[src/rtl/i2c_cfg_pkg.sv]
// Shared types and constants for the I2C configuration request arbiter.
package i2c_cfg_pkg;

  localparam int unsigned XFER_W       = 24;
  localparam logic [7:0]  ADV7513_ADDR = 8'h72;

  typedef enum logic [2:0] {
    ST_IDLE,
    ST_GO,
    ST_WAIT_END,
    ST_BACKOFF,
    ST_DONE
  } state_t;

  // One controller transfer: {slave, sub-address, data}
  typedef struct packed {
    logic [7:0] slave;
    logic [7:0] sub;
    logic [7:0] data;
  } xfer_t;

endpackage

[src/rtl/i2c_req_arbiter_if.sv]
// Requester and I2C controller signals seen by the arbiter.
interface i2c_req_arbiter_if;
  import i2c_cfg_pkg::*;

  logic [1:0] req_valid;
  xfer_t      req_data0;
  xfer_t      req_data1;
  logic [1:0] req_done;
  logic [1:0] req_err;
  logic       busy;
  logic       ctl_go;
  xfer_t      ctl_data;
  logic       ctl_end;
  logic       ctl_ack;

  modport slave (
    input  req_valid, req_data0, req_data1, ctl_end, ctl_ack,
    output req_done, req_err, busy, ctl_go, ctl_data
  );

  modport master (
    output req_valid, req_data0, req_data1, ctl_end, ctl_ack,
    input  req_done, req_err, busy, ctl_go, ctl_data
  );

endinterface

[src/rtl/i2c_req_arbiter_sync2.sv]
// Two-flop synchroniser for single-bit signals from the controller clock domain.
module sync2 (
  input  logic clk,
  input  logic rst_n,
  input  logic d,
  output logic q
);

  logic meta;

  always_ff @(posedge clk or negedge rst_n) begin
    if (!rst_n) begin
      meta <= 1'b0;
      q    <= 1'b0;
    end else begin
      meta <= d;
      q    <= meta;
    end
  end

endmodule

[src/rtl/i2c_req_arbiter.sv]
// Round-robin arbiter sharing one I2C byte-write controller between two
// requesters, with NACK retry/backoff and a GO-to-END timeout.
module i2c_req_arbiter
  import i2c_cfg_pkg::*;
#(
  parameter int unsigned MAX_RETRY = 3,
  parameter int unsigned TIMEOUT   = 2000000,
  parameter int unsigned BACKOFF   = 5000
) (
  input logic              iCLK,
  input logic              iRST_N,
  i2c_req_arbiter_if.slave bus
);

  localparam int unsigned      TMR_W    = 24;
  localparam int unsigned      RTY_W    = 4;
  localparam logic [TMR_W-1:0] TMO_LAST = TMR_W'(TIMEOUT - 1);
  localparam logic [TMR_W-1:0] BO_LAST  = TMR_W'(BACKOFF - 1);
  localparam logic [RTY_W-1:0] RTY_MAX  = RTY_W'(MAX_RETRY);

  state_t           state, state_n;
  logic [TMR_W-1:0] tmr, tmr_n;
  logic [RTY_W-1:0] retry, retry_n;
  logic             last, last_n;
  logic             gnt, gnt_n;
  logic             fail, fail_n;
  logic             pend, pend_n;
  logic             go_q, go_n;
  xfer_t            data_q, data_n;
  logic [1:0]       done_q, done_n;
  logic [1:0]       err_q, err_n;
  logic             busy_q, busy_n;
  logic             end_s, ack_s, end_q;
  logic             end_rise_c;
  logic             pick_c;

  sync2 u_end_sync (.clk(iCLK), .rst_n(iRST_N), .d(bus.ctl_end), .q(end_s));
  sync2 u_ack_sync (.clk(iCLK), .rst_n(iRST_N), .d(bus.ctl_ack), .q(ack_s));

  assign end_rise_c = end_s & ~end_q;
  // Tie goes to whichever requester was not granted last
  assign pick_c = (bus.req_valid == 2'b11) ? ~last : bus.req_valid[1];

  always_ff @(posedge iCLK or negedge iRST_N) begin
    if (!iRST_N) begin
      state  <= ST_IDLE;
      tmr    <= '0;
      retry  <= '0;
      last   <= 1'b1;
      gnt    <= 1'b0;
      fail   <= 1'b0;
      pend   <= 1'b0;
      go_q   <= 1'b0;
      data_q <= '0;
      done_q <= '0;
      err_q  <= '0;
      busy_q <= 1'b0;
      end_q  <= 1'b0;
    end else begin
      state  <= state_n;
      tmr    <= tmr_n;
      retry  <= retry_n;
      last   <= last_n;
      gnt    <= gnt_n;
      fail   <= fail_n;
      pend   <= pend_n;
      go_q   <= go_n;
      data_q <= data_n;
      done_q <= done_n;
      err_q  <= err_n;
      busy_q <= busy_n;
      end_q  <= end_s;
    end
  end

  always_comb begin
    state_n = state;
    tmr_n   = tmr;
    retry_n = retry;
    last_n  = last;
    gnt_n   = gnt;
    fail_n  = fail;
    pend_n  = pend;
    go_n    = go_q;
    data_n  = data_q;
    done_n  = 2'b00;
    err_n   = 2'b00;

    case (state)
      ST_IDLE: begin
        if (bus.req_valid != 2'b00) begin
          gnt_n   = pick_c;
          last_n  = pick_c;
          data_n  = pick_c ? bus.req_data1 : bus.req_data0;
          retry_n = '0;
          state_n = ST_GO;
        end
      end
      ST_GO: begin
        go_n    = 1'b1;
        tmr_n   = '0;
        state_n = ST_WAIT_END;
      end
      ST_WAIT_END: begin
        tmr_n = tmr + TMR_W'(1);
        if (end_rise_c) begin
          go_n = 1'b0;
          if (!ack_s) begin
            fail_n  = 1'b0;
            pend_n  = 1'b1;
            state_n = ST_DONE;
          end else if (retry < RTY_MAX) begin
            retry_n = retry + RTY_W'(1);
            tmr_n   = '0;
            state_n = ST_BACKOFF;
          end else begin
            fail_n  = 1'b1;
            pend_n  = 1'b1;
            state_n = ST_DONE;
          end
        end else if (tmr == TMO_LAST) begin
          go_n    = 1'b0;
          fail_n  = 1'b1;
          pend_n  = 1'b1;
          state_n = ST_DONE;
        end
      end
      ST_BACKOFF: begin
        // Backoff only counts once the controller has dropped END
        if (end_s) begin
          tmr_n = '0;
        end else if (tmr == BO_LAST) begin
          state_n = ST_GO;
        end else begin
          tmr_n = tmr + TMR_W'(1);
        end
      end
      ST_DONE: begin
        go_n = 1'b0;
        if (pend) begin
          pend_n = 1'b0;
          done_n = gnt ? 2'b10 : 2'b01;
          err_n  = fail ? done_n : 2'b00;
        end else if (!end_s) begin
          state_n = ST_IDLE;
        end
      end
      default: state_n = ST_IDLE;
    endcase

    busy_n = (state_n != ST_IDLE);
  end

  assign bus.ctl_go   = go_q;
  assign bus.ctl_data = data_q;
  assign bus.req_done = done_q;
  assign bus.req_err  = err_q;
  assign bus.busy     = busy_q;

endmodule

[src/flat_wrapper.sv]
// flat-port wrapper written by rule: the top's interface ports become plain ports
module i2c_req_arbiter_flat import i2c_cfg_pkg::*;
#(
  parameter int unsigned MAX_RETRY = 3,
  parameter int unsigned TIMEOUT   = 2000000,
  parameter int unsigned BACKOFF   = 5000
)
  (iCLK, iRST_N, bus_req_valid, bus_req_data0, bus_req_data1, bus_ctl_end, bus_ctl_ack, bus_req_done, bus_req_err, bus_busy, bus_ctl_go, bus_ctl_data);
  i2c_req_arbiter_if bus_i ();
  input logic iCLK;
  input logic iRST_N;
  input wire logic [$bits(bus_i.req_valid)-1:0] bus_req_valid;
  input wire logic [$bits(bus_i.req_data0)-1:0] bus_req_data0;
  input wire logic [$bits(bus_i.req_data1)-1:0] bus_req_data1;
  input wire logic [$bits(bus_i.ctl_end)-1:0] bus_ctl_end;
  input wire logic [$bits(bus_i.ctl_ack)-1:0] bus_ctl_ack;
  output wire logic [$bits(bus_i.req_done)-1:0] bus_req_done;
  output wire logic [$bits(bus_i.req_err)-1:0] bus_req_err;
  output wire logic [$bits(bus_i.busy)-1:0] bus_busy;
  output wire logic [$bits(bus_i.ctl_go)-1:0] bus_ctl_go;
  output wire logic [$bits(bus_i.ctl_data)-1:0] bus_ctl_data;
  assign bus_i.req_valid = bus_req_valid;
  assign bus_i.req_data0 = bus_req_data0;
  assign bus_i.req_data1 = bus_req_data1;
  assign bus_i.ctl_end = bus_ctl_end;
  assign bus_i.ctl_ack = bus_ctl_ack;
  assign bus_req_done = bus_i.req_done;
  assign bus_req_err = bus_i.req_err;
  assign bus_busy = bus_i.busy;
  assign bus_ctl_go = bus_i.ctl_go;
  assign bus_ctl_data = bus_i.ctl_data;
  i2c_req_arbiter #(.MAX_RETRY(MAX_RETRY), .TIMEOUT(TIMEOUT), .BACKOFF(BACKOFF)) u_core (.iCLK(iCLK), .iRST_N(iRST_N), .bus(bus_i));
endmodule
[config.mk]
export PLATFORM = sky130hd
export DESIGN_NAME = i2c_req_arbiter_flat
export DESIGN_NICKNAME = d
export VERILOG_FILES = /design/src/rtl/i2c_cfg_pkg.sv /design/src/rtl/i2c_req_arbiter_if.sv /design/src/rtl/i2c_req_arbiter_sync2.sv /design/src/rtl/i2c_req_arbiter.sv /design/src/flat_wrapper.sv
export SDC_FILE = /design/constraint.sdc
export NUM_CORES = 1
export LEC_CHECK = 0
export CORE_MARGIN = 1.5
export CORE_UTILIZATION = 30
export CTS_BUF_LIST = sky130_fd_sc_hd__clkbuf_16
export CTS_CLUSTER_SIZE = 24
export DETAILED_ROUTE_END_ITERATION = 10
export PLACE_DENSITY = 0.61
export SYNTH_ARGS = -nofsm -noshare
export SYNTH_HDL_FRONTEND = slang
export SYNTH_SLANG_ARGS = --single-unit
[constraint.sdc]
create_clock -name iCLK -period 2.3 [get_ports iCLK]
set_clock_uncertainty 0.1 [all_clocks]
set_input_delay 0.23 -clock iCLK [delete_from_list [all_inputs] [get_ports iCLK]]
set_output_delay 0.23 -clock iCLK [all_outputs]
set_load 0.05 [all_outputs]
[Word-level counts from Yosys, hierarchy flattened]
Index checks and enable logic that the tools add are counted.
Cells by class
  order comparisons: 1
  shift operators: 0
  equal/unequal tests: 15
  muxes and demuxes: 39
  bitwise gates (word level): 3
  multipliers: 0
  $add $sub $neg: 2
  div/mod/pow operators: 0
  reductions and logical operators: 14
Operators with widths (count)
  24-bit two-way mux: 6
  24-bit one-hot mux with 3 select lines: 1
  3-bit two-way mux: 9
  24-bit by 1-bit adder with 24-bit output (second input constant): 1
  24-bit by 13-bit equality test with 1-bit output (second input constant): 1
  24-bit by 21-bit equality test with 1-bit output (second input constant): 1
  4-bit two-way mux: 4
  3-bit one-hot mux with 5 select lines: 1
  2-bit two-way mux: 6
  1-bit two-way mux: 9
  3-bit nonzero test: 3
  4-bit one-hot mux with 2 select lines: 1
  2-bit nonzero test: 4
  3-bit by 2-bit equality test with 1-bit output (second input constant): 2
  2-bit by 1-bit != test with 1-bit output (second input constant): 3
  3-bit != test (second input constant): 2
  2-bit AND reduction: 3
  3-bit AND reduction: 2
  5-bit AND reduction: 1
  4-bit by 1-bit adder with 4-bit output (second input constant): 1
  4-bit by 2-bit less-than comparator with 1-bit output (second input constant): 1
  4-bit != test (second input constant): 1
  3-bit by 1-bit equality test with 1-bit output (second input constant): 1
  3-bit equality test (second input constant): 1
  8 further kinds: 9
Storage, ports and cells
  RAM bits: 0
  latch bits: 0
  output and inout port bits: 30
  register bits: 70
  bits in read-only memories: 0
  memories: 0

[Depth between registers and ports, before layout]
Gate-level depths: netlist of the first run.
  depth after elaboration: 6
  depth in mapped cells: 7
  depth with buffers taken out: 6

[By module]
Synthesis of the first run repeated with hierarchy kept, for this count alone.
Second synthesis, totals
  cells, all modules: 347
  area, all modules: 3388.2 µm²
Modules (own cells, without submodules)
  i2c_req_arbiter: instances 1, cells each 343, area each 3288.2 µm²
  sync2: instances 2, cells each 2, area each 50.0 µm²

[Worst setup path after synthesis of the first run]
No wires, ideal clock.
  path kind: flip-flop to flip-flop
  start point: register u_core.retry[0]
  end point: register u_core.tmr[12]
  path buffers: 1
  setup slack: 83 ps
  arrival: 1988 ps
  stages on the path, launching flop included: 8
  period minus slack after synthesis: 2217 ps
  path through: dfrtp_1 > ha_1 > or4b_2 > nor2_1 > nor2_1 > o31ai_2 > buf_2 > o21ai_0
On the way
  longest elaborated chain between the ends: 5
RTL lines
  start, declared: line i2c_req_arbiter.sv:23  | logic [RTY_W-1:0] retry, retry_n;
  start signal, assigned: line i2c_req_arbiter.sv:62  | retry <= retry_n;
  4-bit by 2-bit less-than comparator with 1-bit output: line i2c_req_arbiter.sv:112  | end else if (retry < RTY_MAX) begin
  24-bit two-way mux: line i2c_req_arbiter.sv:112
  24-bit two-way mux: line i2c_req_arbiter.sv:108  | if (!ack_s) begin
  24-bit two-way mux: line i2c_req_arbiter.sv:106  | if (end_rise_c) begin
  24-bit one-hot mux with 3 select lines: line i2c_req_arbiter.sv:89  | case (state)
  end signal, assigned: line i2c_req_arbiter.sv:61  | tmr <= tmr_n;
  end, declared: line i2c_req_arbiter.sv:22  | logic [TMR_W-1:0] tmr, tmr_n;
No other way between the ends.
A chain may end at the register's enable or synchronous reset.

[Worst setup path after layout of the first run]
  start point: register u_core.retry[0]
  end point: register u_core.tmr[21]
The elaborated chain is that of the path after synthesis.

==> results of run 1 <==
==> layout make-up <==
type                            instances  area share
Sequential cell                        70       0.354
Multi-Input combinational cell        249       0.313
Timing Repair Buffer                  111       0.223
Clock buffer                            9      0.0454
Tap cell                              140      0.0353
Clock inverter                          7      0.0229
Inverter                                9     0.00681
==> worst max-delay path, cell delays in order, from the launching register on <==
cell and delay [ps]:
dfrtp_1 380, ha_1 190, or4b_2 620, o211ai_1 200
buf_4 160, buf_4 140, a41oi_1 40, o21ai_0 170
o41ai_1 100
==> repair_timing <==
action,in CTS,in global routing
setup buffers,0,2
hold buffers,1,0
setup endpoints to repair,0,20
resized for setup,0,16
hold endpoints to repair,69,0
==> logic make-up (layout without fill, tap and decap cells) <==
logic type                 Yosys count  in the layout  synth area share
and+or+nand+nor                    118            118             0.175
AOI/OAI and AO/OA                  101            101             0.183
DFF                                 70             70             0.519
buffers and inverters               27            136            0.0326
muxes                               25             25            0.0742
xor gates and xnor gates             3              3           0.00779
adders and majority gates            2              2           0.00741
==> state kept, by name, summed over array words and instances, names as in the netlist <==
register / count
u_core.bus.ctl_data: 24
u_core.tmr: 24
u_core.retry: 4
u_core.state: 3
u_core.bus.req_done: 2
u_core.bus.req_err: 2
u_core.bus.busy: 1
u_core.bus.ctl_go: 1
u_core.end_q: 1
u_core.fail: 1
u_core.gnt: 1
u_core.last: 1
u_core.pend: 1
u_core.u_ack_sync.meta: 1
u_core.u_ack_sync.q: 1
u_core.u_end_sync.meta: 1
u_core.u_end_sync.q: 1
==> cells in the final DEF, fill, tap and decap left out, types with 3 or more instances in the layout <==
| cell type | n |
|---|---|
| o21ai_0 | 44 |
| nand4_1 | 10 |
| nand3_1 | 11 |
| nand2b_1 | 4 |
| bufinv_16 | 3 |
| nor3_1 | 6 |
| a21oi_1 | 10 |
| dfrtp_1 | 68 |
| nor2_1 | 19 |
| and3_1 | 3 |
| nand2_1 | 42 |
| o31ai_1 | 11 |
| inv_1 | 10 |
| buf_12 | 5 |
| nor2b_1 | 3 |
| and2_1 | 4 |
| buf_4 | 21 |
| o41ai_1 | 5 |
| a31oi_1 | 4 |
| o21ai_1 | 10 |
| clkbuf_16 | 9 |
| clkdlybuf4s50_1 | 82 |
| mux2i_1 | 25 |
==> power breakdown <==
part	leakage [µW]	switching, µW	internal (µW)
sequential	0.000904	203	1550
clock	0.000165	509	1050
combinational	0.00101	1680	1030
==> per-stage QoR <==
step                instance area [µm²]  worst slack [ps]  hold slack [ps]  total power [µW]
floorplan                          3370              82.7             -166              3380
global placement                   4560               133              186              4410
detailed placement                 4560              53.1              191              4440
CTS                                4910              49.0              225              6050
global route                       4960              3.92              226              6400
finish                             4960              75.8              237              6030
==> layer usage <==
layer / global-route usage / wire [µm] / share of wire / vias to the layer above
li1: - / - / - / 1472
met1: 0.192 / 3640 / 0.44 / 1385
met2: 0.226 / 3650 / 0.44 / 128
met3: 0.0592 / 828 / 0.10 / 8
met4: 0.0639 / 123 / 0.015 / 0
met5: 0 / 0 / 0 / -
==> worst paths after layout <==
path | startpoint | end | slack [ps]
max | u_core.retry[0] | u_core.tmr[21] | 80
min | bus_ctl_ack | u_core.u_ack_sync.meta | 240
max reg2reg | u_core.retry[0] | u_core.tmr[21] | 80
min reg2reg | u_core.u_ack_sync.meta | u_core.u_ack_sync.q | 250
max in group asynchronous | iRST_N | u_core.last | 1420
min in group asynchronous | iRST_N | u_core.tmr[19] | 350
==> results by group, run 1 <==
Status
  • Status: finished, final reports clean

Synth
  • Largest area contributor in the netlist: dfrtp_1
  • Post-synthesis sequential area ratio: 0.519
  • Cell area after synthesis: ~3400 µm²
  • Ys flop type: dfrtp_1
  • Largest cells by area after synthesis: dfrtp_1, o21ai_0, mux2i_1, nand2_1, o31ai_1
  • Post-synth EDFFs: 0
  • YS warnings: 0
  • Post-synth ARST share: 1.00
  • Commonest cells post-synth: dfrtp_1, o21ai_0, nand2_1
  • Distinct cell type count of the synthesized netlist: between 40 and 50
  • Cell count after synthesis: between 300 and 400
  • Top cell type's share of synthesized area: 0.512
  • Syn Area/Cell: about 10 µm²
  • Top-count cell post-synth: dfrtp_1
  • Synth Register Bits: 70
  • Syn_nets: roughly 400

Placed design
  • Placed insts: 575
  • IO buf count: between 80 and 90
  • Gpl congestion: between 0.8 and 0.9
  • Hpwl dp: approximately 6.0 mm

Layout
  • Diode count: 0
  • Area of the multi-input gates: 1560 µm²
  • Final Instance Count excl. Fillers: about 600
  • Reg area: 1750 µm²
  • # fillers: between 1,000 and 1,500
  • Area grow syn2layout: 47.1%
  • Nets: 506
  • Core Util, Final: 0.456
  • Share of cells above drive strength 1: 0.123

Setup path
  • Worst Setup Path Type: reg2reg
  • Crit Path Max Fanout: 6
  • Worst Path Required: approximately 2400 ps
  • WP data arrival: around 2300 ps
  • R2r worst-path depth: 8
  • Element type at the critical path end: register
  • CP startpoint kind: register

Global route
  • First-pass GRT wire length: between 10 and 15 mm
  • Initial antenna violation count: 0
  • GRT Total Usage: 0.151
  • Pin count of the biggest net entering global routing: between 70 and 80
  • Grt total ovfl: 0
  • Number of global-route vias before repair: 2,799

Floorplanning
  • Initial cell density of the core: 0.310
  • Die Wd: around 110 µm
  • CORE AREA: ~11,000 µm²
  • Die span in y: ~110 µm
  • I/O pin cnt: between 80 and 90
  • Die area: 11,900 µm²
  • Row Count: 38

CTS
  • CTS Buf Count: 9
  • Clock Tree Buf Depth: 2
  • CTS tree: yes
  • Clock root buffer: clkbuf_16
  • Later-pin clock latency in the skew report: about 330 ps
  • Worst-path clk slew: roughly 60 ps
  • H-tree depth: 3
  • # clock sinks: 70

Route
  • DRT Pass-1 Iters: 4
  • Vias per cell: approximately 5
  • Per-cell routed wire length: 13.8 µm
  • DRT antenna net count: 0
  • 1st-iter DRT viols: 200
  • Via count: ~3,000
  • Final WL: between 8 and 9 mm
  • Drt drc: 0

STA
  • Period utilization: 0.967
  • Setup TNS: 0 ps
  • Max Freq: between 400 and 500 MHz
  • Worst Max-Slew Pin Slew: between 500 and 600 ps
  • Final hold viol count: 0
  • Fin crit period: between 2000 and 2500 ps
  • Pins Over Slew Limit: 0
  • Final Setup Violations: 0
  • RSZ-0062 raised after global routing: no
  • Slew margin rel.: 0.646

Hold path
  • Hold Path Cell Cnt: 1
  • Worst hold path class: in2reg

Power
  • Peak VDD IR: around 0.76 mV
  • Power density over the cells: around 1200 nW/µm²
  • Leakage power: around 0.0021 µW

Flow run
  • Max cap viols: 0
Power figures use the tool's default switching activity.
==> run 2: changes to the inputs <==
--- a/config.mk
+++ b/config.mk
@@ -14,3 +14,4 @@
 export SYNTH_ARGS = -nofsm -noshare
 export SYNTH_HDL_FRONTEND = slang
 export SYNTH_SLANG_ARGS = --single-unit
+export TNS_END_PERCENT = 50
==> results of run 2 <==
The final DEF is identical to that of run 1; final timing and power are the same.
==> run 3: changes to the inputs <==
--- a/config.mk
+++ b/config.mk
@@ -8,9 +8,11 @@
 export CORE_MARGIN = 1.5
 export CORE_UTILIZATION = 30
 export CTS_BUF_LIST = sky130_fd_sc_hd__clkbuf_16
+export CTS_CLUSTER_DIAMETER = 120
 export CTS_CLUSTER_SIZE = 24
 export DETAILED_ROUTE_END_ITERATION = 10
-export PLACE_DENSITY = 0.61
+export PLACE_DENSITY = 0.59
+export REMOVE_ABC_BUFFERS = 1
 export SYNTH_ARGS = -nofsm -noshare
 export SYNTH_HDL_FRONTEND = slang
 export SYNTH_SLANG_ARGS = --single-unit
==> constraint.sdc (replaced) <==
create_clock -name iCLK -period 2.7 [get_ports iCLK]
set_clock_uncertainty 0.1 [all_clocks]
set_input_delay 0.27 -clock iCLK [delete_from_list [all_inputs] [get_ports iCLK]]
set_output_delay 0.27 -clock iCLK [all_outputs]
set_load 0.05 [all_outputs]
==> results by group, run 3 (synthesis results as in run 1) <==
Layout
  • Commonest non-fill, non-tap cell in the layout: clkdlybuf4s50_1
  • Most frequent cells in the layout: clkdlybuf4s50_1, dfrtp_1, o21ai_0
  • Design Area, Final: between 4000 and 5000 µm²
  • Share of cells above drive strength 1: 0.0731
  • Diode count: 0
  • Reg area: between 1500 and 2000 µm²
  • Nets: a little under 500
  • Area of the multi-input gates: about 1500 µm²
  • # fillers: roughly 1,000
  • Area grow syn2layout: 41.4%
  • Core Util, Final: 0.438

CTS
  • CTS tree: yes
  • Clock Tree Buf Depth: 2
  • H-tree depth: 3
  • Clock root buffer: clkbuf_16
  • Later-pin clock latency in the skew report: 330 ps
  • Worst-path clk slew: ~50 ps
  • # clock sinks: 70
  • CTS Buf Count: 9

Setup path
  • WP data arrival: 2500 ps
  • Worst Path Required: roughly 2800 ps
  • Element type at the critical path end: register
  • Crit Path Max Fanout: 17
  • Worst Setup Path Type: reg2reg
  • CP startpoint kind: register

Status
  • Status: finished, final reports clean

Route
  • Per-cell routed wire length: 14.1 µm
  • Final WL: around 8.2 mm
  • Drt drc: 0
  • Vias per cell: between 5 and 6
  • 1st-iter DRT viols: a little over 100
  • Via count: around 2,900
  • DRT Pass-1 Iters: 4
  • DRT antenna net count: 0

Placed design
  • IO buf count: 83
  • Gpl congestion: approximately 0.8
  • Hpwl dp: between 5 and 6 mm
  • Placed Area: between 4000 and 5000 µm²

STA
  • Final hold viol count: 0
  • RSZ-0062 raised after global routing: no
  • Setup TNS: 0 ps
  • Hold Slack: around 250 ps
  • Slew margin rel.: 0.462
  • Worst Max-Slew Pin Slew: 807 ps
  • Final Setup Violations: 0
  • Max Freq: 412 MHz
  • Fin crit period: about 2400 ps
  • Pins Over Slew Limit: 0
  • Period utilization: 0.898

Global route
  • Met2 Resource Use GR: 0.225
  • Initial antenna violation count: 0
  • Grt total ovfl: 0
  • GRT Total Usage: 0.155
  • Pin count of the biggest net entering global routing: 49
  • Most utilized layer in the global route result: met2
  • Number of global-route vias before repair: 2,921
  • First-pass GRT wire length: 14.2 mm
  • M3 GR Usage: 0.0675
  • Met1 Track Usage GR: 0.197

Floorplanning
  • Die span in y: about 110 µm
  • Row Count: 38
  • Die area: roughly 12,000 µm²
  • CORE AREA: roughly 11,000 µm²
  • Die Wd: between 100 and 150 µm
  • I/O pin cnt: 84
  • Initial cell density of the core: 0.310

Power
  • Leakage power: between 0.0015 and 0.002 µW
  • Peak VDD IR: about 0.5 mV
  • Power density over the cells: about 1000 nW/µm²

Flow run
  • Max cap viols: 0

Hold path
  • Worst hold path class: reg2reg
==> run 3: final timing paths <==
check,start,to,slack [ps],depth (start not counted)
min in group asynchronous,iRST_N,u_core.bus.ctl_data[19],410,2
hold reg to reg,u_core.u_end_sync.meta,u_core.u_end_sync.q,250,0
hold / removal,u_core.u_end_sync.meta,u_core.u_end_sync.q,250,0
setup / recovery,u_core.retry[0],u_core.tmr[12],270,6
setup reg to reg,u_core.retry[0],u_core.tmr[12],270,6
max in group asynchronous,iRST_N,u_core.tmr[2],1430,3
==> run 3: worst max-delay path: stages (launching register included) <==
cell and delay [ps]:
dfrtp_1 390, ha_1 200, or4b_2 630, nor2_1 280, nor2_1 220, o31ai_4 250
o21ai_0 200
==> run 3: repair_timing <==
item | 4_1_cts | 5_1_grt
hold buffers | 1 | 0
setup endpoints to repair | 4 | 0
buffers inserted | 0 | 0
gates resized for setup | 1 | 0
hold endpoints to repair | 26 | 0
==> run 3: layout make-up <==
| class | count | area share |
|---|---|---|
| Sequential cell | 70 | 0.367 |
| Multi-Input combinational cell | 249 | 0.323 |
| Timing Repair Buffer | 94 | 0.196 |
| Clock buffer | 9 | 0.0472 |
| Tap cell | 140 | 0.0367 |
| Clock inverter | 7 | 0.0220 |
| Inverter | 9 | 0.00708 |
==> run 3: power breakdown <==
part,internal (µW),total (µW),switching [µW],leakage [µW]
combinational,734,2120,1380,0.000909
clock,888,1300,416,0.000167
sequential,1320,1520,200,0.000905
total,2940,4940,2000,0.00198
==> run 3: stage by stage <==
| step | total power [µW] | cells | setup slack (ps) |
|---|---|---|---|
| after global placement | 3640 | 561 | 74.1 |
| after CTS | 5010 | 578 | 274 |
| after global routing | 5260 | 578 | 74.3 |
| after detailed placement | 3660 | 561 | -66.4 |
| after floorplan | 2840 | 328 | -979 |
| final | 4940 | 578 | 275 |
==> run 3: metal layers <==
layer / vias up / share of wire
met1: 1346 / 0.45
met3: 14 / 0.092
li1: 1437 / -
met5: - / 0
met4: 0 / 0.020
met2: 100 / 0.44
